**config.mk**
```make
export PLATFORM = sky130hd
export DESIGN_NAME = uart_cmd_sequencer
export DESIGN_NICKNAME = d
export VERILOG_FILES = /design/src/rtl/uart_cmd_pkg.sv /design/src/rtl/fifo_pop_pacer.sv /design/src/rtl/uart_cmd_sequencer.sv
export SDC_FILE = /design/constraint.sdc
export NUM_CORES = 1
export LEC_CHECK = 0
export CAP_MARGIN = 0
export CORE_UTILIZATION = 45
export DETAILED_ROUTE_END_ITERATION = 12
export MAX_ROUTING_LAYER = met4
export PLACE_DENSITY = 0.75
export SLEW_MARGIN = 20
export SYNTH_ARGS = -nofsm -noshare
export SYNTH_HDL_FRONTEND = slang
export SYNTH_HIERARCHICAL = 1
export SYNTH_SLANG_ARGS = --single-unit
```
**constraint.sdc**
```tcl
create_clock -name i_clk -period 2.7 [get_ports i_clk]
set_input_delay 0.54 -clock i_clk [delete_from_list [all_inputs] [get_ports i_clk]]
set_output_delay 0.54 -clock i_clk [all_outputs]
set_load 0.01 [all_outputs]
```
**src/rtl/uart_cmd_pkg.sv**
```systemverilog
// Shared types and constants for the UART command sequencer: frame FSM states,
// command opcodes and the default frame start marker.
package uart_cmd_pkg;

    typedef enum logic [2:0] {
        HUNT,
        CMD,
        ARG,
        CHK,
        EXEC
    } state_t;

    localparam logic [7:0] SYNC_DEFAULT = 8'h55;

    localparam logic [7:0] CMD_SET = 8'h01;
    localparam logic [7:0] CMD_XOR = 8'h02;
    localparam logic [7:0] CMD_CLR = 8'h03;
    localparam logic [7:0] CMD_AND = 8'h04;

    // States in which the frame FSM wants another byte from the FIFO.
    function automatic logic is_fetch_state(state_t s);
        return (s == HUNT) || (s == CMD) || (s == ARG) || (s == CHK);
    endfunction

endpackage

```
**src/rtl/fifo_pop_pacer.sv**
```systemverilog
// Paces FIFO pops to at most one byte every two cycles so the FIFO head can
// refresh. Optional UART_CMD_STEP_EN restricts pops to cycles with i_step high.
module fifo_pop_pacer (
    input  logic       clk,
    input  logic       rst,
    input  logic       fetch_en,
    input  logic       i_empty_n,
    input  logic [7:0] i_data,
`ifdef UART_CMD_STEP_EN
    input  logic       i_step,
`endif
    output logic       o_rd,
    output logic       byte_valid,
    output logic [7:0] byte_data
);

    logic bubble;
    logic step_ok;

`ifdef UART_CMD_STEP_EN
    // A step with nothing to pop is simply dropped.
    assign step_ok = i_step;
`else
    assign step_ok = 1'b1;
`endif

    assign o_rd       = !rst && fetch_en && i_empty_n && !bubble && step_ok;
    assign byte_valid = o_rd;
    assign byte_data  = i_data;

    always_ff @(posedge clk) begin
        if (rst) begin
            bubble <= 1'b0;
        end else begin
            bubble <= o_rd;
        end
    end

endmodule

```
**src/rtl/uart_cmd_sequencer.sv**
```systemverilog
// Drains the UART RX FIFO, frames SYNC/CMD/ARG/CHK commands and applies them to
// the LED register. Optional UART_CMD_STEP_EN: manual stepping, no timeout.
module uart_cmd_sequencer
    import uart_cmd_pkg::*;
#(
    parameter logic [7:0]  SYNC_BYTE      = SYNC_DEFAULT,
    parameter logic [23:0] TIMEOUT_CYCLES = 24'd1_200_000,
    parameter logic [7:0]  LED_INIT       = 8'h00
) (
    input  logic       i_clk,
    input  logic       i_rst,
    input  logic       i_empty_n,
    input  logic [7:0] i_data,
`ifdef UART_CMD_STEP_EN
    input  logic       i_step,
`endif
    output logic       o_rd,
    output logic [7:0] o_leds,
    output logic       o_frame_ok,
    output logic       o_frame_err,
    output logic       o_busy
);

    state_t     state, state_nxt;
    logic       byte_valid;
    logic [7:0] byte_data;
    logic [7:0] cmd_q, arg_q, xor_acc;
    logic       chk_ok;
    logic [7:0] leds_nxt;
    logic       ok_nxt, err_nxt;
    logic       tmo_fire;

    fifo_pop_pacer u_pacer (
        .clk        (i_clk),
        .rst        (i_rst),
        .fetch_en   (is_fetch_state(state)),
        .i_empty_n  (i_empty_n),
        .i_data     (i_data),
`ifdef UART_CMD_STEP_EN
        .i_step     (i_step),
`endif
        .o_rd       (o_rd),
        .byte_valid (byte_valid),
        .byte_data  (byte_data)
    );

`ifdef UART_CMD_STEP_EN
    assign tmo_fire = 1'b0;
`else
    localparam int          TW       = $clog2(TIMEOUT_CYCLES);
    localparam logic [TW-1:0] TMO_LAST = TW'(TIMEOUT_CYCLES - 24'd1);

    logic [TW-1:0] tmo_cnt;
    logic          tmo_counting;

    // Only a stalled partial frame ages; HUNT may wait forever.
    assign tmo_counting = ((state == CMD) || (state == ARG) || (state == CHK)) && !i_empty_n;
    assign tmo_fire     = tmo_counting && (tmo_cnt == TMO_LAST);

    always_ff @(posedge i_clk) begin
        if (i_rst) begin
            tmo_cnt <= '0;
        end else if (byte_valid || state_nxt == HUNT) begin
            tmo_cnt <= '0;
        end else if (tmo_counting) begin
            tmo_cnt <= tmo_cnt + 1'b1;
        end
    end
`endif

    always_ff @(posedge i_clk) begin
        if (i_rst) begin
            state <= HUNT;
        end else begin
            state <= state_nxt;
        end
    end

    always_comb begin
        state_nxt = state;
        leds_nxt  = o_leds;
        ok_nxt    = 1'b0;
        err_nxt   = 1'b0;
        case (state)
            HUNT: begin
                if (byte_valid && byte_data == SYNC_BYTE) state_nxt = CMD;
            end
            CMD, ARG, CHK: begin
                if (byte_valid) begin
                    state_nxt = (state == CMD) ? ARG : (state == ARG) ? CHK : EXEC;
                end else if (tmo_fire) begin
                    state_nxt = HUNT;
                    err_nxt   = 1'b1;
                end
            end
            EXEC: begin
                state_nxt = HUNT;
                if (!chk_ok) begin
                    err_nxt = 1'b1;
                end else begin
                    ok_nxt = 1'b1;
                    case (cmd_q)
                        CMD_SET: leds_nxt = arg_q;
                        CMD_XOR: leds_nxt = o_leds ^ arg_q;
                        CMD_CLR: leds_nxt = LED_INIT;
                        CMD_AND: leds_nxt = o_leds & arg_q;
                        default: begin
                            ok_nxt  = 1'b0;
                            err_nxt = 1'b1;
                        end
                    endcase
                end
            end
            default: state_nxt = HUNT;
        endcase
    end

    // Frame datapath: SYNC seeds the running XOR, CHK is compared against it.
    always_ff @(posedge i_clk) begin
        if (i_rst) begin
            cmd_q       <= '0;
            arg_q       <= '0;
            xor_acc     <= '0;
            chk_ok      <= 1'b0;
            o_leds      <= LED_INIT;
            o_frame_ok  <= 1'b0;
            o_frame_err <= 1'b0;
        end else begin
            o_leds      <= leds_nxt;
            o_frame_ok  <= ok_nxt;
            o_frame_err <= err_nxt;
            if (byte_valid) begin
                case (state)
                    HUNT: xor_acc <= SYNC_BYTE;
                    CMD: begin
                        cmd_q   <= byte_data;
                        xor_acc <= xor_acc ^ byte_data;
                    end
                    ARG: begin
                        arg_q   <= byte_data;
                        xor_acc <= xor_acc ^ byte_data;
                    end
                    CHK: chk_ok <= (xor_acc == byte_data);
                    default: ;
                endcase
            end
        end
    end

    assign o_busy = (state != HUNT);

endmodule

```
==> metrics.txt, run 1 <==
status=finished, final reports clean; Yosys reg bits=60; CTS tree=built; CP dominant cell by count=clkdlybuf4s50_1; crit start category=primary input; total wire length=6580 um; core area=0.00683 mm^2; setup ws final=0.186 ns; Peak supply drop=0.205 mV; PortBufs=22; clk buf depth=2; maximum clock frequency=398 MHz; crit path capture type=output pin; asr flop ratio synth=0%; critical path's slowest cell=clkdlybuf4s50_1; Layout Nets=390; Setup WS pre-CTS=0.204 ns; cell count after placement=455; HP Class=reg -> reg; Worst EP required=2.16 ns; # Max-Cap Violations=0; Pre-antenna DRT Iters=4; WL per Instance=14.0 um; Final period util=93.1%; Post-Layout Cell Count=470; Leak Pwr=1.18 nW; DPL Wire Length=4580 um; EDFF count, synth=0; FF-to-FF setup slack=0.76 ns; Unique masters post-synth=54; Synth Flop Type=dfxtp_1; later-pin clock latency in the skew report=0.33 ns; Relative slew margins=57.4%; H-tree depth=3; Mapped Area=0.00321 mm^2; via count=2707; PwrDens=455 mW/mm^2; Die Ht=86.5 um; CTS root buf=clkbuf_8; Die W=86.5 um; cts hold-fix bufs=0; Power Total=1.62 mW; Seq/Total Area, Yosys=37.4%; Largest stage delay, worst path=0.57 ns; antenna cells=0; num rows=30; Initial Util=47.0%; Tmin final=2.51 ns; CTS Buf Count=9; Worst-path clk slew=0.06 ns; GRT Overall Usage=19.8%; Finished Cell Area=0.00355 mm^2; Die ar.=0.00748 mm^2; CP bufs+invs=2; global-route wire length before repair=11400 um; kind of critical path=in -> out; largest net degree at the start of global routing=39; worst hold margin=0.464 ns; CP max FO=4; RSZ-0062 raised after global routing=false; average size of a mapped cell=8.82 um^2; Sink Count=60; global placer's final weighted congestion=0.759; worst path arrival time=1.97 ns; Yosys warning total=6; Max Slew Vio Count=0; post-layout util=51.9%; area grow syn2layout=10.5%; Setup Buffers After CTS=0; worst-path cell chain=clkdlybuf4s50_1 -> and4bb_2 -> clkdlybuf4s50_1; Final setup viols=0; 1st-iter DRT viols=203; DRC viols=0; Mapped Cells=364; Worst-Margin Slew=0.639 ns; Syn Nets=384; total gr overflow=0; Routed Antenna Nets=0; final hold violations=0; setup_tns=0 ns; Area after DPL=0.00340 mm^2; post_cts resized=0; IO Count=23; share of cells above drive strength 1=8.29%; Top Family by Delay on Critical Path=buffers and inverters; initial antenna violation count=0; clk_skew=0.00676 ns; routed vias/inst=5.76; vias in the first global route=2450
cell usage in the layout (no fill, tap or decap), types with 3 or more instances in the layout:
| cell | netlist | routed |
|---|---|---|
| a31oi_1 | 8 | 8 |
| nand3b_1 | 5 | 5 |
| clkinv_2 | 0 | 3 |
| clkbuf_8 | 0 | 9 |
| nor3b_1 | 3 | 3 |
| or4_1 | 10 | 10 |
| clkdlybuf4s50_1 | 0 | 22 |
| o31ai_1 | 10 | 10 |
| inv_1 | 7 | 7 |
| and2_1 | 5 | 5 |
| a311oi_1 | 10 | 10 |
| nand2_1 | 33 | 33 |
| clkbuf_1 | 8 | 3 |
| o21ai_0 | 9 | 9 |
| nor3_1 | 6 | 6 |
| nor2_1 | 23 | 23 |
| ha_1 | 9 | 9 |
| a211oi_1 | 6 | 6 |
| a21oi_1 | 31 | 31 |
| xnor2_1 | 4 | 4 |
| mux2i_1 | 8 | 8 |
| and4_1 | 3 | 3 |
| nor2b_1 | 4 | 4 |
| buf_4 | 11 | 5 |
| xor2_1 | 11 | 11 |
| dfxtp_1 | 60 | 60 |
| or3_1 | 6 | 6 |
| nand3_1 | 9 | 9 |
| nand4_1 | 6 | 6 |
| nand4_4 | 3 | 3 |
| and4bb_2 | 3 | 3 |
| nor4bb_1 | 3 | 3 |
| and3_1 | 6 | 6 |
| a22oi_1 | 6 | 6 |
worst min-delay path, stage by stage (launching register included):
cell and delay [ns]:
dfxtp_1 0.31, nand2_1 0.05, a21oi_1 0.06
final timing paths:
kind	start	to	cells past startpoint
worst min register to register	cmd_q[4]	cmd_q[4]	2
worst max-delay path	i_empty_n	o_rd	3
worst min-delay path	cmd_q[4]	cmd_q[4]	2
worst max register to register	tmo_cnt[12]	tmo_cnt[0]	4
final cells by class:
class / instances / area (um^2)
Timing Repair Buffer: 27 / 258
Sequential cell: 60 / 1200
Multi-Input combinational cell: 265 / 1790
Inverter: 7 / 26.3
Clock inverter: 3 / 15.0
Clock buffer: 12 / 135
Tap cell: 96 / 120
Fill cell: 674 / 3280
cells in the mapped netlist, drive strengths merged (3+ instances only):
cell	instances	area [um^2]
dfxtp	60	1200
nand2	33	124
a21oi	31	155
buf	24	161
nor2	24	97.6
xor2	11	96.3
a311oi	10	87.6
o31ai	10	75.1
or4	10	75.1
ha	9	113
nand3	9	45.0
nand4	9	101
o21ai	9	45.0
a31oi	8	50.1
clkbuf	8	30.0
mux2i	8	80.1
inv	7	26.3
nor3	7	40.0
a211oi	6	45.0
a22oi	6	45.0
and3	6	37.5
or3	6	37.5
and2	5	31.3
nand3b	5	37.5
and4	4	37.5
nor2b	4	25.0
nor3b	4	35.0
xnor2	4	35.0
and4bb	3	37.5
nor4bb	3	30.0
logic make-up (layout without fill, tap and decap cells):
| logic type | after synthesis | in the layout | synth area share, % |
|---|---|---|---|
| compound gates | 94 | 94 | 19.4 |
| xor+xnor | 15 | 15 | 4.09 |
| buf+inv | 39 | 49 | 6.78 |
| flops | 60 | 60 | 37.4 |
| mux | 8 | 8 | 2.49 |
| fa+ha+maj | 9 | 9 | 3.51 |
| simple gates | 139 | 139 | 26.3 |
sequential cells by signal, summed over array words and instances (netlist names):
register        count
xor_acc             8
o_frame_ok          1
cmd_q               8
o_leds              8
state               3
arg_q               8
u_pacer/bubble      1
o_frame_err         1
chk_ok              1
tmo_cnt            21
layer usage:
metal | GRT usage, % | vias to the layer above | wire length [um]
met1 | 26.3 | 1306 | 3320
met4 | 5.45 | 0 | 40
met5 | - | - | 0
met2 | 29.6 | 38 | 3000
met3 | 5.33 | 4 | 230
li1 | - | 1359 | -
power by group:
part           switching, mW  internal, mW
combinational         0.0405        0.0327
clock                  0.324         0.324
sequential           0.00381         0.890
(Power assumes the default switching activity.)
==> run 2: changes to the inputs <==
--- a/config.mk
+++ b/config.mk
@@ -9,7 +9,7 @@
 export CORE_UTILIZATION = 45
 export DETAILED_ROUTE_END_ITERATION = 12
 export MAX_ROUTING_LAYER = met4
-export PLACE_DENSITY = 0.75
+export PLACE_DENSITY = 0.64
 export SLEW_MARGIN = 20
 export SYNTH_ARGS = -nofsm -noshare
 export SYNTH_HDL_FRONTEND = slang
==> constraint.sdc (replaced) <==
create_clock -name i_clk -period 2.8 [get_ports i_clk]
set_input_delay 0.56 -clock i_clk [delete_from_list [all_inputs] [get_ports i_clk]]
set_output_delay 0.56 -clock i_clk [all_outputs]
set_load 0.01 [all_outputs]
==> run 2 against run 1 <==
Effect of this change: die area stayed put; non-clock buffer count is 1 lower; global-route usage is 0.22 points higher; flip-flop and latch count stayed put; register-to-register slack better by 0.09 ns; cell area is 0.49% higher; cell count is 0.43% lower; via count is 1.6% lower; setup slack better by 0.15 ns; sequential share of layout area is 0.17 points lower; combinational power is 5.7% lower.
==> metrics.txt, run 2 (synthesis results as in run 1) <==
status=finished, final reports clean; worst-path cell chain=clkdlybuf4s50_1 -> and4bb_2 -> clkdlybuf4s50_1; Clock power frac=43.0%; RSZ-0062 raised after global routing=false; CP max FO=3; Max Slew Vio Count=0; H-tree depth=3; setup ws final=0.333 ns; commonest non-fill, non-tap cell in the layout=dfxtp_1; reg2reg path depth=4; Routed Antenna Nets=0; global placer's final weighted congestion=0.776; Pre-antenna DRT Iters=5; crit path capture type=output pin; CP dominant cell by count=clkdlybuf4s50_1; antenna cells=0; Setup WS pre-CTS=0.285 ns; worst path arrival time=1.91 ns; final hold violations=0; Peak supply drop=0.233 mV; DRC viols=0; Initial Util=47.0%; num rows=30; routed vias/inst=5.69; Final setup viols=0; critical path's slowest cell=clkdlybuf4s50_1; critical path depth=3; post_cts resized=0; Relative slew margins=56.0%; DPL Wire Length=4390 um; via count=2663; Gate power share=4.2%; FF-to-FF setup slack=0.85 ns; area grow syn2layout=11.0%; core area=0.00683 mm^2; Layout Nets=389; Seq pwr share=52.7%; kind of critical path=in -> out; # Max-Cap Violations=0; Die Ht=86.5 um; HP Class=reg -> reg; Worst-Margin Slew=0.661 ns; total gr overflow=0; IO Count=23; Reg with most FFs=tmo_cnt; commonest non-fill, non-tap cells in the layout=60 x dfxtp_1, 33 x nand2_1, 31 x a21oi_1; Worst-path clk slew=0.06 ns; WL per Instance=14.1 um; sw power=0.366 mW; worst r2r src=tmo_cnt[17]; PortBufs=22; Leak Pwr=1.19 nW; CTS Buf Count=9; later-pin clock latency in the skew report=0.34 ns; clk buf depth=2; total wire length=6600 um; Die ar.=0.00748 mm^2; Net Sw Frac=22.4%; crit start category=primary input; PwrDens=459 mW/mm^2; Die W=86.5 um; GRT Overall Usage=20.0%; vias in the first global route=2435; hold path startpoint=cmd_q[4]; CTS tree=built; Worst EP required=2.24 ns; share of cells above drive strength 1=8.60%; CTS root buf=clkbuf_8; global-route wire length before repair=11500 um; clk_skew=0.00870 ns; CP Launch Point=i_empty_n; setup_tns=0 ns; CP bufs+invs=2; maximum clock frequency=405 MHz; largest net degree at the start of global routing=39; Setup Buffers After CTS=0; initial antenna violation count=0; Internal=1.27 mW; 1st-iter DRT viols=154; max reg flops=21; Sink Count=60; cts hold-fix bufs=0; Worst Hold Depth=2; Top Family by Delay on Critical Path=buffers and inverters; Final period util=88.1%; Tmin final=2.47 ns; Largest stage delay, worst path=0.54 ns
==> run 2: worst paths after layout <==
kind,endpoint
setup / recovery,o_rd
hold / removal,cmd_q[4]
setup reg to reg,tmo_cnt[3]
hold reg to reg,cmd_q[4]
==> run 2: power groups by stage <==
| stage | sequential (mW) | clock (mW) | combinational [mW] |
|---|---|---|---|
| global placement | 0.881 | 0 | 0.0686 |
| CTS | 0.862 | 0.725 | 0.0692 |
| floorplan | 0.880 | 0 | 0.0503 |
| global route | 0.862 | 0.763 | 0.0757 |
| detailed placement | 0.881 | 0 | 0.0689 |
| finish | 0.862 | 0.704 | 0.0690 |
==> run 2: cell type report <==
| class | count | area, um^2 |
|---|---|---|
| clock inverters | 2 | 10.0 |
| inverters | 7 | 26.3 |
| clock buffers | 12 | 165 |
| multi-input cells | 265 | 1790 |
| fillers | 658 | 3270 |
| flip-flops and latches | 60 | 1200 |
| well taps | 96 | 120 |
| repair buffers | 26 | 250 |
==> run 2: stage by stage <==
stage          instance area (um^2)  instances  hold slack (ns)  utilization [%]  power (mW)
3_5_place_dp                   3390        454            0.448             49.6       0.950
6_report                       3560        468            0.456             52.2        1.63
2_1_floorplan                  3210        364            0.432                -       0.931
3_3_place_gp                   3390        454            0.447             49.6       0.950
5_1_grt                        3560        468            0.485             52.2        1.70
4_1_cts                        3560        468            0.458             52.2        1.66
==> run 2: layer usage <==
| metal | part of all wire [%] | routed length, um | track usage (%) |
|---|---|---|---|
| met4 | 1.7 | 110 | 9.24 |
| met3 | 2.5 | 167 | 3.43 |
| met5 | 0 | 0 | - |
| met1 | 52 | 3400 | 26.4 |
| met2 | 44 | 2920 | 29.9 |
==> run 2: worst min-delay path, stage by stage (launching register included) <==
cell and delay [ns]:
dfxtp_1 0.31, nand2_1 0.05, a21oi_1 0.05
==> run 3: changes to the inputs <==
--- a/config.mk
+++ b/config.mk
@@ -6,10 +6,12 @@
 export NUM_CORES = 1
 export LEC_CHECK = 0
 export CAP_MARGIN = 0
-export CORE_UTILIZATION = 45
+export CORE_UTILIZATION = 30
+export CTS_BUF_LIST = sky130_fd_sc_hd__clkbuf_16
 export DETAILED_ROUTE_END_ITERATION = 12
+export HOLD_SLACK_MARGIN = 0.05
 export MAX_ROUTING_LAYER = met4
-export PLACE_DENSITY = 0.64
+export PLACE_DENSITY = 0.46
 export SLEW_MARGIN = 20
 export SYNTH_ARGS = -nofsm -noshare
 export SYNTH_HDL_FRONTEND = slang
==> run 3 against run 2 <==
Effect of this change: core utilization decreased by 16 points; flip-flop and latch count did not move; non-clock buffer count is 2 higher; die area increased by 49%; maximum frequency shrank 2.6%; clock power up 63%; worst hold slack improved by 0.0016 ns; count of clock-buffer cells in the layout down 3; sequential power is essentially flat; combinational power rose by 4.8%; sequential share of layout area down 1.7 points; register-to-register slack worse by 0.07 ns; critical path type unchanged; critical endpoint unchanged; largest cell class unchanged; largest power group is now clock.
==> metrics.txt, run 3 (synthesis results as in run 1) <==
global placer's final weighted congestion=0.723; share of cells above drive strength 1=8.80%; PwrDens=554 mW/mm^2; IO Count=23; Max Slew Vio Count=0; Leak Pwr=1.25 nW; setup_tns=0 ns; Worst-path clk slew=0.05 ns; Worst EP required=2.24 ns; later-pin clock latency in the skew report=0.32 ns; Setup Buffers After CTS=0; R2R Path End=tmo_cnt[7]; clk buf depth=2; Final period util=90.4%; Hold EP=cmd_q[4]; Final setup viols=0; status=finished, final reports clean; CTS Buf Count=9; Worst-Margin Slew=0.701 ns; Relative slew margins=53.2%; # Max-Cap Violations=0; Layout Nets=391; hold path startpoint=cmd_q[4]; max reg flops=21; Die W=105 um; commonest non-fill, non-tap cell in the layout=dfxtp_1; vias in the first global route=2485; core area=0.0104 mm^2; WL per Instance=14.8 um; antenna cells=0; worst r2r src=state[2]; area grow syn2layout=17.1%; FF-to-FF setup slack=0.78 ns; Pre-antenna DRT Iters=6; sw power=0.425 mW; H-tree depth=3; clk_skew=0.00824 ns; commonest non-fill, non-tap cells in the layout=60 x dfxtp_1, 33 x nand2_1, 31 x a21oi_1; Die ar.=0.0111 mm^2; global-route wire length before repair=12800 um; Internal=1.66 mW; Post-Layout Cell Count=511; maximum clock frequency=395 MHz; DPL Wire Length=5080 um; routed vias/inst=5.29; CTS root buf=clkbuf_16; largest net degree at the start of global routing=38; crit start category=primary input; final hold violations=0; DRC viols=0; Seq pwr share=41.5%; GRT Overall Usage=15.0%; Net Sw Frac=20.4%; Sink Count=60; Clock power frac=55.1%; cts hold-fix bufs=0; CTS tree=built; 1st-iter DRT viols=109; cell count after placement=496; Tmin final=2.53 ns; Worst Hold Depth=2; Die Ht=105 um; CP max FO=4; RSZ-0062 raised after global routing=false; kind of critical path=in -> out; total gr overflow=0; crit path capture type=output pin; HP Class=reg -> reg; Reg with most FFs=tmo_cnt; Gate power share=3.5%; via count=2704; total wire length=7570 um; Power Total=2.08 mW; Peak supply drop=0.221 mV; initial antenna violation count=0; PortBufs=22; Routed Antenna Nets=0; worst path arrival time=1.97 ns; post_cts resized=0; reg2reg path depth=6; Initial Util=31.0%; num rows=37
run 3: cell count changes in the layout (fill, tap and decap cells not counted), sizes merged:
| cell | previous run | this run |
|---|---|---|
| buf | 4 | 6 |
| bufinv | 0 | 2 |
| clkbuf | 12 | 9 |
| clkinv | 2 | 3 |
| clkinvlp | 0 | 1 |
run 3: layout make-up:
| class | instances | area [um^2] |
|---|---|---|
| Timing Repair Buffer | 28 | 265 |
| Tap cell | 136 | 170 |
| Clock buffer | 9 | 225 |
| Fill cell | 1086 | 6610 |
| Clock inverter | 6 | 80.1 |
| Multi-Input combinational cell | 265 | 1790 |
| Inverter | 7 | 26.3 |
| Sequential cell | 60 | 1200 |
run 3: per-layer routing:
metal | global-route usage [%] | routed length, um | share of wire [%]
met1 | 21.1 | 4130 | 55
met2 | 20.9 | 3150 | 42
met3 | 3.40 | 203 | 2.7
met4 | 5.13 | 84 | 1.1
met5 | - | 0 | 0
run 3: metrics by stage:
stage	util (%)	setup WS, ns	area (um^2)	hold WS (ns)
floorplan	-	1.03	3210	0.432
global placement	33.3	0.280	3450	0.443
detailed placement	33.3	0.241	3450	0.447
CTS	36.3	0.248	3760	0.455
global route	36.3	0.231	3760	0.489
finish	36.3	0.268	3760	0.457
run 3: power by group through the flow:
stage | clock [mW] | combinational [mW] | sequential [mW]
final | 1.15 | 0.0723 | 0.863
after global routing | 1.21 | 0.0786 | 0.863
after CTS | 1.17 | 0.0731 | 0.863
after detailed placement | 0 | 0.0725 | 0.881
after global placement | 0 | 0.0720 | 0.881
after floorplan | 0 | 0.0503 | 0.880
run 3: worst max path at each step:
stage / startpoint / slack (ns) / endpoint
3_5_place_dp: i_empty_n / 0.24 / tmo_cnt[3]
2_1_floorplan: i_rst / 1.03 / xor_acc[5]
5_1_grt: i_empty_n / 0.23 / o_rd
4_1_cts: i_empty_n / 0.25 / o_rd
3_3_place_gp: i_empty_n / 0.28 / tmo_cnt[5]
6_report: i_empty_n / 0.27 / o_rd
run 3: worst max-delay path: stages:
cell             delay [ns]
clkdlybuf4s50_1        0.54
and4bb_2               0.32
clkdlybuf4s50_1        0.55
